## src/rtl/dcache_controller_if.sv

```systemverilog
// CPU-side and memory-side handshake bundle of the direct-mapped data cache.
// The cache binds to the slave modport; the CPU/memory environment binds to master.
interface dcache_controller_if #(
   parameter int ADDR_W = 8
);
   logic              READ;
   logic              WRITE;
   logic [ADDR_W-1:0] ADDRESS;
   logic [7:0]        WRITEDATA;
   logic [7:0]        READDATA;
   logic              BUSYWAIT;
   logic              MEM_READ;
   logic              MEM_WRITE;
   logic [ADDR_W-3:0] MEM_ADDRESS;
   logic [31:0]       MEM_WRITEDATA;
   logic [31:0]       MEM_READDATA;
   logic              MEM_BUSYWAIT;

   modport slave (
      input  READ, WRITE, ADDRESS, WRITEDATA, MEM_READDATA, MEM_BUSYWAIT,
      output READDATA, BUSYWAIT, MEM_READ, MEM_WRITE, MEM_ADDRESS, MEM_WRITEDATA
   );

   modport master (
      output READ, WRITE, ADDRESS, WRITEDATA, MEM_READDATA, MEM_BUSYWAIT,
      input  READDATA, BUSYWAIT, MEM_READ, MEM_WRITE, MEM_ADDRESS, MEM_WRITEDATA
   );
endinterface

```

## src/rtl/dcache_controller.sv

```systemverilog
// Direct-mapped, write-back, write-allocate byte cache with one 32-bit word per line.
// Misses stall the CPU while a dirty victim is written back and the new line is fetched.
module dcache_controller #(
   parameter int NUM_BLOCKS  = 8,
   parameter int BLOCK_BYTES = 4,
   parameter int ADDR_W      = 8
) (
   input  logic                CLK,
   input  logic                RESET,
   dcache_controller_if.slave  bus
);
   localparam int IW = $clog2(NUM_BLOCKS);
   localparam int OW = $clog2(BLOCK_BYTES);
   localparam int TW = ADDR_W - IW - OW;

   localparam logic [1:0] IDLE      = 2'd0;
   localparam logic [1:0] WRITEBACK = 2'd1;
   localparam logic [1:0] FETCH     = 2'd2;

   logic [31:0]           data_r  [NUM_BLOCKS];
   logic [TW-1:0]         tag_r   [NUM_BLOCKS];
   logic [NUM_BLOCKS-1:0] valid_r;
   logic [NUM_BLOCKS-1:0] dirty_r;
   logic [1:0]            state_r;
   logic [1:0]            state_nxt_s;

   logic [TW-1:0] tag_s;
   logic [IW-1:0] idx_s;
   logic [OW-1:0] off_s;
   logic [31:0]   line_s;
   logic          hit_s;
   logic          req_s;
   logic          wr_hit_s;
   logic          wb_done_s;
   logic          fill_s;

   // Address split, hit detection and read-byte selection.
   always_comb begin
      tag_s    = bus.ADDRESS[ADDR_W-1 -: TW];
      idx_s    = bus.ADDRESS[IW+OW-1 : OW];
      off_s    = bus.ADDRESS[OW-1:0];
      line_s   = data_r[idx_s];
      hit_s    = valid_r[idx_s] && (tag_r[idx_s] == tag_s);
      req_s    = bus.READ | bus.WRITE;
      wr_hit_s = (state_r == IDLE) && bus.WRITE && hit_s;
      case (off_s)
         2'd0:    bus.READDATA = line_s[7:0];
         2'd1:    bus.READDATA = line_s[15:8];
         2'd2:    bus.READDATA = line_s[23:16];
         2'd3:    bus.READDATA = line_s[31:24];
         default: bus.READDATA = 8'h00;
      endcase
   end

   // CPU stall and memory request outputs; everything is forced quiet while RESET is high.
   always_comb begin
      bus.BUSYWAIT      = 1'b0;
      bus.MEM_READ      = 1'b0;
      bus.MEM_WRITE     = 1'b0;
      bus.MEM_ADDRESS   = {(ADDR_W-2){1'b0}};
      bus.MEM_WRITEDATA = 32'h0000_0000;
      if (RESET) begin
         bus.BUSYWAIT = 1'b0;
      end else begin
         bus.BUSYWAIT = req_s && !((state_r == IDLE) && hit_s);
         case (state_r)
            WRITEBACK: begin
               bus.MEM_WRITE     = 1'b1;
               bus.MEM_ADDRESS   = {tag_r[idx_s], idx_s};
               bus.MEM_WRITEDATA = line_s;
            end
            FETCH: begin
               bus.MEM_READ    = 1'b1;
               bus.MEM_ADDRESS = {tag_s, idx_s};
            end
            default: begin
               bus.MEM_READ  = 1'b0;
               bus.MEM_WRITE = 1'b0;
            end
         endcase
      end
   end

   // Miss sequencing: a dirty victim goes out before the new line comes in.
   always_comb begin
      state_nxt_s = state_r;
      wb_done_s   = (state_r == WRITEBACK) && !bus.MEM_BUSYWAIT;
      fill_s      = (state_r == FETCH) && !bus.MEM_BUSYWAIT;
      case (state_r)
         IDLE: begin
            if (req_s && !hit_s) begin
               if (valid_r[idx_s] && dirty_r[idx_s]) begin
                  state_nxt_s = WRITEBACK;
               end else begin
                  state_nxt_s = FETCH;
               end
            end else begin
               state_nxt_s = IDLE;
            end
         end
         WRITEBACK: begin
            if (wb_done_s) begin
               state_nxt_s = FETCH;
            end else begin
               state_nxt_s = WRITEBACK;
            end
         end
         FETCH: begin
            if (fill_s) begin
               state_nxt_s = IDLE;
            end else begin
               state_nxt_s = FETCH;
            end
         end
         default: state_nxt_s = IDLE;
      endcase
   end

   // FSM state and per-line valid/dirty flags.
   always_ff @(posedge CLK) begin
      if (RESET) begin
         state_r <= IDLE;
         valid_r <= {NUM_BLOCKS{1'b0}};
         dirty_r <= {NUM_BLOCKS{1'b0}};
      end else begin
         state_r <= state_nxt_s;
         if (wr_hit_s) begin
            dirty_r[idx_s] <= 1'b1;
         end else if (wb_done_s) begin
            dirty_r[idx_s] <= 1'b0;
         end else if (fill_s) begin
            valid_r[idx_s] <= 1'b1;
            dirty_r[idx_s] <= 1'b0;
         end
      end
   end

   // Line data and tags keep their contents across reset; only the flags are cleared.
   always_ff @(posedge CLK) begin
      if (!RESET) begin
         if (fill_s) begin
            data_r[idx_s] <= bus.MEM_READDATA;
            tag_r[idx_s]  <= tag_s;
         end else if (wr_hit_s) begin
            data_r[idx_s][{off_s, 3'b000} +: 8] <= bus.WRITEDATA;
         end
      end
   end
endmodule
```

## src/flat_wrapper.sv

```systemverilog
// flat-port wrapper written by rule: the top's interface ports become plain ports
module dcache_controller_flat 
#(
   parameter int NUM_BLOCKS  = 8,
   parameter int BLOCK_BYTES = 4,
   parameter int ADDR_W      = 8
)
  (CLK, RESET, bus_READ, bus_WRITE, bus_ADDRESS, bus_WRITEDATA, bus_MEM_READDATA, bus_MEM_BUSYWAIT, bus_READDATA, bus_BUSYWAIT, bus_MEM_READ, bus_MEM_WRITE, bus_MEM_ADDRESS, bus_MEM_WRITEDATA);
  dcache_controller_if #(.ADDR_W(ADDR_W)) bus_i ();
  input  logic CLK;
  input  logic RESET;
  input wire logic [$bits(bus_i.READ)-1:0] bus_READ;
  input wire logic [$bits(bus_i.WRITE)-1:0] bus_WRITE;
  input wire logic [$bits(bus_i.ADDRESS)-1:0] bus_ADDRESS;
  input wire logic [$bits(bus_i.WRITEDATA)-1:0] bus_WRITEDATA;
  input wire logic [$bits(bus_i.MEM_READDATA)-1:0] bus_MEM_READDATA;
  input wire logic [$bits(bus_i.MEM_BUSYWAIT)-1:0] bus_MEM_BUSYWAIT;
  output wire logic [$bits(bus_i.READDATA)-1:0] bus_READDATA;
  output wire logic [$bits(bus_i.BUSYWAIT)-1:0] bus_BUSYWAIT;
  output wire logic [$bits(bus_i.MEM_READ)-1:0] bus_MEM_READ;
  output wire logic [$bits(bus_i.MEM_WRITE)-1:0] bus_MEM_WRITE;
  output wire logic [$bits(bus_i.MEM_ADDRESS)-1:0] bus_MEM_ADDRESS;
  output wire logic [$bits(bus_i.MEM_WRITEDATA)-1:0] bus_MEM_WRITEDATA;
  assign bus_i.READ = bus_READ;
  assign bus_i.WRITE = bus_WRITE;
  assign bus_i.ADDRESS = bus_ADDRESS;
  assign bus_i.WRITEDATA = bus_WRITEDATA;
  assign bus_i.MEM_READDATA = bus_MEM_READDATA;
  assign bus_i.MEM_BUSYWAIT = bus_MEM_BUSYWAIT;
  assign bus_READDATA = bus_i.READDATA;
  assign bus_BUSYWAIT = bus_i.BUSYWAIT;
  assign bus_MEM_READ = bus_i.MEM_READ;
  assign bus_MEM_WRITE = bus_i.MEM_WRITE;
  assign bus_MEM_ADDRESS = bus_i.MEM_ADDRESS;
  assign bus_MEM_WRITEDATA = bus_i.MEM_WRITEDATA;
  dcache_controller #(.NUM_BLOCKS(NUM_BLOCKS), .BLOCK_BYTES(BLOCK_BYTES), .ADDR_W(ADDR_W)) u_core (.CLK(CLK), .RESET(RESET), .bus(bus_i));
endmodule
```

## config.mk

```make
export PLATFORM = sky130hd
export DESIGN_NAME = dcache_controller_flat
export DESIGN_NICKNAME = d
export VERILOG_FILES = /design/src/rtl/dcache_controller_if.sv /design/src/rtl/dcache_controller.sv /design/src/flat_wrapper.sv
export SDC_FILE = /design/constraint.sdc
export NUM_CORES = 1
export LEC_CHECK = 0
export ABC_AREA = 0
export CAP_MARGIN = 20
export CORE_MARGIN = 4
export CORE_UTILIZATION = 53
export DETAILED_ROUTE_END_ITERATION = 6
export PLACE_DENSITY = 0.88
export SLEW_MARGIN = 20
export SYNTH_ARGS = -nofsm -noshare
export SYNTH_HDL_FRONTEND = slang
export SYNTH_SLANG_ARGS = --single-unit
```

## constraint.sdc

```tcl
create_clock -name CLK -period 3.17 [get_ports CLK]
set_clock_uncertainty 0.1 [all_clocks]
set_input_delay 0.634 -clock CLK [delete_from_list [all_inputs] [get_ports CLK]]
set_output_delay 0.634 -clock CLK [all_outputs]
set_load 0.03 [all_outputs]
```

* Yosys cells after proc, flatten, opt, wreduce, memory -nomap -nowiden
Memory sizes are Yosys's and may differ from the RTL's.
Cells that the tools add are included.
** Storage, ports and cells
- Bits in registers :: 18
- Memory bits (writable) :: 280
- Input bits :: 53
- Output and inout bits :: 49
- Memories :: 2
** Memories
- u_core.data_r :: words 8, bits a word 32, rd ports 1, clocked after Yosys merged registers in 0, wr ports 1, line dcache_controller.sv:20 : logic [31:0] data_r [NUM_BLOCKS];
- u_core.tag_r :: words 8, bits a word 3, rd ports 1, clocked after Yosys merged registers in 0, wr ports 1, line dcache_controller.sv:21 : logic [TW-1:0] tag_r [NUM_BLOCKS];
** Operators by class
- Add/subtract/negate cells :: 1
- Order comparisons :: 2
- Eq/ne operators :: 6
- Shift operators :: 2
- Mux-type cells :: 63
- Bitwise logic cells :: 39
- Reductions and logical operators :: 17
** Operators by type and width (count)
- $mux W32 :: 3
- $mux W1 :: 46
- $or A1 B1 Y1 :: 33
- $pmux W8 S4 :: 1
- $shift A8 B7 Y32 const A :: 1
- $shiftx A8 B7 Y32 :: 1
- $mux W8 :: 3
- $or A8 B8 Y8 :: 2
- $pmux W6 S2 :: 1
- $logic_and A1 B1 Y1 :: 10
- $and A8 B8 Y8 :: 1
- $mux W2 :: 4
- $not A8 Y8 :: 1
- $neg A5 Y7 :: 1
- $bmux W1 S3 :: 2
- $eq A2 B2 Y1 const B :: 3
- $mux W6 :: 1
- $pmux W2 S3 :: 1
- $eq A2 B1 Y1 const B :: 2
- $logic_not A2 Y1 :: 2
- $lt A3 B4 Y1 const B :: 1
- $demux W1 S3 :: 1
- $eq A3 B3 Y1 :: 1
- $ge A3 B1 Y1 const B :: 1
- other kinds (4) :: 7

* Depth between registers and ports, before layout
- Depth in word-level cells :: 9
- Gate-level depth with buffers :: 10
- Mapped depth without buffers :: 7

* Worst setup path after synthesis
OpenSTA, ideal clock, no wires.
- Path kind :: input port to output port
- From :: in bus_ADDRESS[3]
- To :: out bus_BUSYWAIT
- Arrival :: 2.862 ns
- Required time :: 2.436 ns
- Slack :: -0.426 ns
- Stages on the path :: 7
- Path buffers :: 2
- Path through :: buf_2 -> mux2i_1 -> nor2_1 -> o32ai_2 -> clkbuf_1 -> nor2_1 -> a211oi_1
** Between the ends
- Cells in the longest elaborated chain, start to end :: 7
- Elaborated cells between the ends (all ways) :: 9
- Classes of those cells :: eq/ne (1); mux (3); reduce/logical (4); memory (1)
** Ends and longest elaborated chain
- start: declaration :: line flat_wrapper.sv:14 : input wire logic [$bits(bus_i.ADDRESS)-1:0] bus_ADDRESS;
- $mem_v2 Z8 W3 or $bmux W1 S3 (tied branches)
- $eq A3 B3 Y1 or $mux W1 (tied branches) :: line dcache_controller.sv:43 : hit_s = valid_r[idx_s] && (tag_r[idx_s] == tag_s);
- $logic_and A1 B1 Y1 * :: line dcache_controller.sv:43
- $logic_and A1 B1 Y1 * :: line dcache_controller.sv:65 : bus.BUSYWAIT = req_s && !((state_r == IDLE) && hit_s);
- $logic_not A1 Y1 * :: line dcache_controller.sv:65
- $logic_and A1 B1 Y1 * :: line dcache_controller.sv:65
- $mux W1 * :: line dcache_controller.sv:62 : if (RESET) begin
- end: declaration :: line flat_wrapper.sv:19 : output wire logic [$bits(bus_i.BUSYWAIT)-1:0] bus_BUSYWAIT;
Mark *: on every way between the ends. The rest lies on a longest branch, timed or not. The select of a mux whose other input is x is not followed.

* Final worst setup path
- From :: in bus_ADDRESS[2]
- To :: out bus_READDATA[1]
** Between the ends
- Cells in the longest elaborated chain, start to end :: 2
** Ends and longest elaborated chain
- $mem_v2 Z8 W32
- $pmux W8 S4 :: line dcache_controller.sv:46 : case (off_s)
- end: declaration :: line flat_wrapper.sv:18 : output wire logic [$bits(bus_i.READDATA)-1:0] bus_READDATA;
No other way between the ends.

==> flow_metrics.py <==
metrics = {
    "floorplanning": {
        "core-area_sq_um": 24200,
        "die_h_um": 165,
        "fp-row-count": 57,
        "io_pins": 102,
        "die_area_sq_um": 27100,
        "die_w_um": 165,
        "initial_core_util_pct": 53.7,
    },
    "final_layout": {
        "layoutNonFillerInstCount": 1544,
        "final_util_pct": 72.3,
        "multi_input_area_sq_um": 4330,
        "n_fill_cell": 1354,
        "area_growth_pct": 34.8,
        "ff_latch_area_sq_um": 8770,
        "fin_nets": 1260,
        "layout-drive-gt1-share_pct": 35.3,
        "design_area_sq_um": 17500,
    },
    "sta": {
        "min_period_over_period_pct": 107,
        "tns_ns": -1.03,
        "maxSlewViolCount": 0,
        "rsz0062_at_grt": "yes",
        "hold_viol_final": 0,
        "fmax_mhz": 295,
        "relSlewSlack_pct": 53.3,
        "fin_crit_ns": 3.40,
        "worst_pin_slew_ns": 0.681,
        "setup_viol": 15,
        "fin_ws_ns": -0.225,
    },
    "placement": {
        "portBuffers": 101,
        "dp.cells": 1468,
        "placed_cell_area_sq_um": 15800,
        "hpwl_um": 26900,
        "preCtsSetupSlack_ns": -0.472,
        "place.gp.congestion": 0.990,
    },
    "global_routing": {
        "grt_first_pass_wirelength_um": 64200,
        "antenna_found_initial": 2,
        "grt_pass1_vias": 10200,
        "overflow": 0,
        "grt_max_degree": 17,
        "grt_use_total_pct": 32.4,
    },
    "critical_path": {
        "crit_fanout": 7,
        "path_class": "in -> out",
        "end_kind": "output port",
        "regToRegEndpoint": "u_core.data_r[2][26]",
        "critPathArrivalTime_ns": 2.66,
        "worstPathRequired_ns": 2.44,
        "cp-start-kind": "input pin",
        "r2r_setup_slack_ns": 0.08,
        "rr_startpoint": "u_core.tag_r[4][2]",
        "ff2ff_path_depth": 8,
    },
    "clock_network": {
        "clockBufferDepth": 3,
        "cts_made_buffers": 28,
        "hold_buffers": 0,
        "clock-sinks": 298,
        "h-tree-depth": 1,
        "cts_tree": "built",
        "cts.clk_slew.worst_paths_ns": 0.07,
        "clock_latency_ns": 0.56,
        "cts.root.buffer_cell": "clkbuf_16",
    },
    "synthesis": {
        "synth-simple-area-share_pct": 7.99,
        "syn_area_sq_um": 13000,
        "synthesis.nets": 956,
        "async_reset_ff_share_pct": 0,
        "avgSynthCellArea_sq_um": 14.6,
        "ys.flop_type": "edfxtp_1",
        "yosysSeqAreaShare_pct": 67.4,
        "synth_area_leader_cell": "edfxtp_1",
        "synth_top_family_by_area": "multiplexers",
        "synth_area_leaders": "edfxtp_1, mux2i_1, mux4_2",
        "yosys.area.top_type_share_pct": 64.6,
        "synthMuxAreaShare_pct": 12.1,
        "synth_edf_count": 280,
        "synth.most_common_cell": "edfxtp_1",
        "synth_top_cells_by_count": "edfxtp_1, nor2_1, mux2i_1",
        "synth_cells": 893,
        "synthDistinctLibCells": 60,
        "yosysWarnings": 0,
        "synthAdderAreaFrac_pct": 0.962,
        "synthXorXnorAreaFrac_pct": 0.135,
        "synth_compound_area_share_pct": 8.62,
        "ys_ff_latch": 298,
    },
    "detailed_routing": {
        "vias": 10500,
        "wl_per_cell_um": 30.7,
        "ant_nets": 0,
        "first_iter_violations": 1843,
        "drc": 1,
        "vias_per_cell": 6.80,
        "drt-total-wl_um": 47500,
        "drtPass1Iterations": 7,
    },
    "job": {
        "maxCapViolCount": 0,
    },
    "outcome": {
        "violations": "DRC, setup timing",
        "status": "finished with violations",
    },
    "min_path": {
        "hold_start": "u_core.valid_r[2]",
        "min_path_type": "reg -> reg",
        "min_path_cells": 1,
        "holdPathEnd": "u_core.valid_r[2]",
    },
    "power": {
        "powerDensity_nw_per_um2": 497,
        "power_leakage_nw": 6.48,
        "ir_drop_mv": 0.364,
    },
}
[cell type report]
class | instances | area share (%)
sequential | 298 | 50.0
tap | 324 | 2.31
inverter | 48 | 1.04
clock inverter | 13 | 0.364
multi-input combinational | 503 | 24.7
antenna | 1 | 0.0143
timing repair buffer | 318 | 17.0
clock buffer | 39 | 4.59
[per-stage QoR]
stage / power, mW / hold slack [ns]
floorplan: 4.84 / 0.337
global placement: 5.29 / 0.347
detailed placement: 5.32 / 0.361
CTS: 8.51 / 0.376
global route: 8.88 / 0.403
finish: 8.71 / 0.382
[worst max-delay path, stage by stage]
cell and delay, ns:
buf_12 0.12, buf_12 0.16, buf_8 0.16, nor2_2 0.07, buf_4 0.17, and2_1 0.19
buf_4 0.18, a222oi_1 0.39, o22a_2 0.32, a22oi_2 0.09, buf_6 0.16
[flip-flops by register name, summed over array words and instances, names as in the netlist, named ones only]
register	count
u_core.data_r	256
u_core.state_r	2
u_core.tag_r	24
u_core.valid_r	8
[power by group]
group	switching, mW	total (mW)	internal [mW]	leakage [nW]
registers	0.0106	4.34	4.33	2.67
clock network	1.48	3.24	1.77	0.424
logic	0.641	1.13	0.490	3.39
[worst max path at each step]
stage / cells after the start / start / to / slack [ns]
2_1_floorplan: 7 / bus_ADDRESS[3] / bus_BUSYWAIT / -0.1
3_3_place_gp: 10 / bus_ADDRESS[2] / bus_READDATA[5] / -0.42
3_5_place_dp: 8 / bus_ADDRESS[3] / u_core.data_r[4][20] / -0.47
4_1_cts: 9 / bus_ADDRESS[2] / bus_READDATA[1] / -0.05
5_1_grt: 8 / u_core.data_r[7][19] / bus_READDATA[3] / -0.23
6_report: 11 / bus_ADDRESS[2] / bus_READDATA[1] / -0.23
[placed cells by master (no fill, tap or decap), types with 5 or more instances in the layout]
cell / synthesis / layout
mux2i_1: 73 / 68
clkbuf_16: 0 / 31
a221oi_2: 0 / 15
nor3_4: 4 / 5
a22oi_1: 12 / 9
mux4_2: 25 / 25
nor2_1: 92 / 84
a22o_1: 6 / 6
a221o_1: 5 / 5
nand3_1: 10 / 9
dfxtp_1: 18 / 18
buf_4: 0 / 218
a221oi_1: 31 / 11
nor2_2: 0 / 8
clkdlybuf4s50_1: 0 / 50
nor3_1: 9 / 8
nand2_1: 63 / 62
a21oi_1: 28 / 20
a221oi_4: 0 / 5
buf_6: 1 / 13
and3_1: 5 / 5
a32o_1: 15 / 15
o21ai_0: 21 / 17
clkbuf_1: 22 / 7
clkinv_2: 0 / 6
inv_1: 44 / 43
dlygate4sd2_1: 0 / 5
mux2_2: 22 / 22
ha_1: 10 / 9
and2_1: 18 / 17
a21oi_2: 4 / 12
clkinv_1: 3 / 8
buf_12: 0 / 19
edfxtp_1: 280 / 280
[layer usage]
metal	vias to the layer above	wire length, um	track usage (%)
li1	4050	-	-
met2	1109	21300	50.9
met1	4992	14700	39.3
met5	-	27	0
met4	4	4220	20.2
met3	347	7220	9.86
[cells by family after synthesis]
| kind of cell | count (synthesis) |
|---|---|
| flops | 298 |
| simple gates | 221 |
| compound gates | 148 |
| mux | 122 |
| buf+inv | 92 |
| fa+ha+maj | 10 |
| xor+xnor | 2 |
[timing repair]
item                                    4_1_cts  5_1_grt
setup buffers                                10       10
pin swaps                                    12       13
gates cloned                                  4        1
endpoints found under the setup margin       35       25
gates resized for setup                      71       45
Note: power is estimated with default switching activity, not from simulation.
==> edit (same settings) <==
Make the reset (`RESET`) asynchronous in one clocked block.
--- a/src/rtl/dcache_controller.sv
+++ b/src/rtl/dcache_controller.sv
@@ -117,7 +117,7 @@
    end
 
    // FSM state and per-line valid/dirty flags.
-   always_ff @(posedge CLK) begin
+   always_ff @(posedge CLK or posedge RESET) begin
       if (RESET) begin
          state_r <= IDLE;
          valid_r <= {NUM_BLOCKS{1'b0}};
Function: same outputs for any inputs over 4 cycles, from zero or initial values and one cycle with RESET high; that may be too few to reach the edited logic, so the function may still have changed.
==> edit against the original RTL <==
The run still ends with design-rule violations, negative setup slack left; fmax down 3.3%; sequential cell count unchanged; synthesized area fell by 0.65%; cell area up 7.5%; count of clock-buffer cells in the layout unchanged; routed wire length is 15% higher; power rose by 13%; worst setup slack got worse by 120 ps; critical endpoint is now bus_READDATA[6].
==> edit: results (changes against the original RTL) <==
- The number of antenna violations at the first check in global routing was 3 (was 2).
- The fraction of registers with async set/reset was 6.040% (was 0%).
- The proportion of layout cells with a drive suffix above 1 was 43.73% (was 35.27%).
- The total CTS buffers is 30 (was 28).
- The slew at the pin with the worst max-slew slack is 1106 ps (was 681.3 ps).
- The detailed-routing wirelength on met1 is 16.71 mm (was 14.71 mm).
- The wire length of the first global-routing pass came to 70.42 mm (was 64.16 mm).
- The met2 usage in global routing came to 55.31% (was 50.88%).
- The largest fanout on the critical path is 18 (was 7).
- Status: finished with violations (unchanged).
- The count of routing violations after the opening detailed-route iteration is 1840 (was 1843).
- The total via count after detailed routing is 11110 (was 10500).
- The total power per unit cell area is 522.7 nW/µm² (was 496.8 nW/µm²).
- The detailed route wirelength on metal2 is 23.71 mm (was 21.28 mm).
- The post-synthesis area per instance is 14.79 µm² (was 14.57 µm²).
- The worst slack at placement came to -590.3 ps (was -472.1 ps).
- The power dissipated in combinational cells is 1.91 mW (was 1.13 mW).
- The peak supply drop was 537.0 µV (was 364.3 µV).
- The global-route met1 utilization is 46.31% (was 39.26%).
- The post-route worst setup slack is -342.0 ps (was -225.4 ps).
- The number of DRC violations after detailed routing is 7 (was 1).
- The worst endpoint data arrival time is 2780 ps (was 2660 ps).
- The final count of negative-setup-slack endpoints is 23 (was 15).
- The count of nets after finishing is 1277 (was 1260).
- The number of antenna repair diodes is 0 (was 1).
- Violations in the final reports: design-rule violations, negative setup slack (unchanged).
- The placer congestion estimate was 0.9588 (was 0.9895).
- The number of unique standard cell types used by synthesis is 49 (was 60).
- The path type of the worst min-delay path is input port to register (was register to register).
- The overall global routing resource usage came to 36.37% (was 32.36%).
- The largest net degree at the start of global routing was 41 (was 17).
- The cell-internal power is 7.029 mW (was 6.586 mW).
- The final setup TNS is -1507 ps (was -1030 ps).
- The fraction of power consumed by the clock network is 34.5% (was 37.2%).
- The placed cell count is 1459 (was 1468).
- The global-route track usage on met3 was 10.26% (was 9.858%).
- The number of global-route vias before repair is 10500 (was 10220).
- Synth area leaders: edfxtp_1 65%, mux2i_1 5.5%, mux4_2 4.0% (was edfxtp_1 65%, mux2i_1 5.6%, mux4_2 4.3%).
- The number of inserted filler cells in the final layout is 1078 (was 1354).
- The leakage power figure was 6.972 nW (was 6.477 nW).
- Top cells by instance count after synthesis: 280 x edfxtp_1, 71 x mux2i_1, 69 x nor2_1 (was 280 x edfxtp_1, 92 x nor2_1, 73 x mux2i_1).
- The HPWL after detailed placement was 29.83 mm (was 26.91 mm).
==> edit: logic make-up after synthesis <==
kind of cell / Yosys count / share of synthesized area, %
xor gates and xnor gates: 3 / 0.2033
buffers and inverters: 98 / 3.204
and+or+nand+nor: 170 / 6.011
AOI/OAI and AO/OA: 180 / 9.698
muxes: 115 / 11.39
adders and majority gates: 10 / 0.9679
DFF: 298 / 68.52
==> edit: layout make-up <==
type                            count  area (µm²)  area share (%)
Sequential cell                   298        8860           46.99
Clock buffer                       39       805.8           4.273
Inverter                           47       176.4          0.9356
Clock inverter                     16       91.34          0.4844
Tap cell                          319       399.1           2.117
Multi-Input combinational cell    478        4785           25.37
Timing Repair Buffer              359        3739           19.83
==> edit: final timing paths <==
| kind | from | to | slack, ps | cells past startpoint |
|---|---|---|---|---|
| worst max-delay path | bus_ADDRESS[2] | bus_READDATA[6] | -340 | 9 |
| worst min-delay path | bus_ADDRESS[4] | u_core.valid_r[7]$_DFFE_PP0P_ | 350 | 3 |
| worst max register to register | u_core.tag_r[0][0]$_DFFE_PP_ | u_core.data_r[2][4]$_DFFE_PP_ | 10 | 8 |
| worst min register to register | u_core.valid_r[7]$_DFFE_PP0P_ | u_core.valid_r[7]$_DFFE_PP0P_ | 400 | 1 |
| max in group asynchronous | RESET | asynchronous set/reset pin | 2010 | 4 |
| min in group asynchronous | RESET | u_core.valid_r[2]$_DFFE_PP0P_ | 480 | 3 |
==> edit: what timing repair did <==
item	in CTS	in global routing
resized for setup	90	73
setup endpoints to repair	104	261
buffers inserted	21	23
pin swaps	24	30
gates cloned	3	1
==> edit: worst max-delay path, cell delays in order <==
cell,delay [ps]
buf_12,150
and2_1,170
buf_4,210
buf_4,220
a221oi_2,660
o21a_1,280
o221ai_2,90
o21a_1,200
buf_6,140
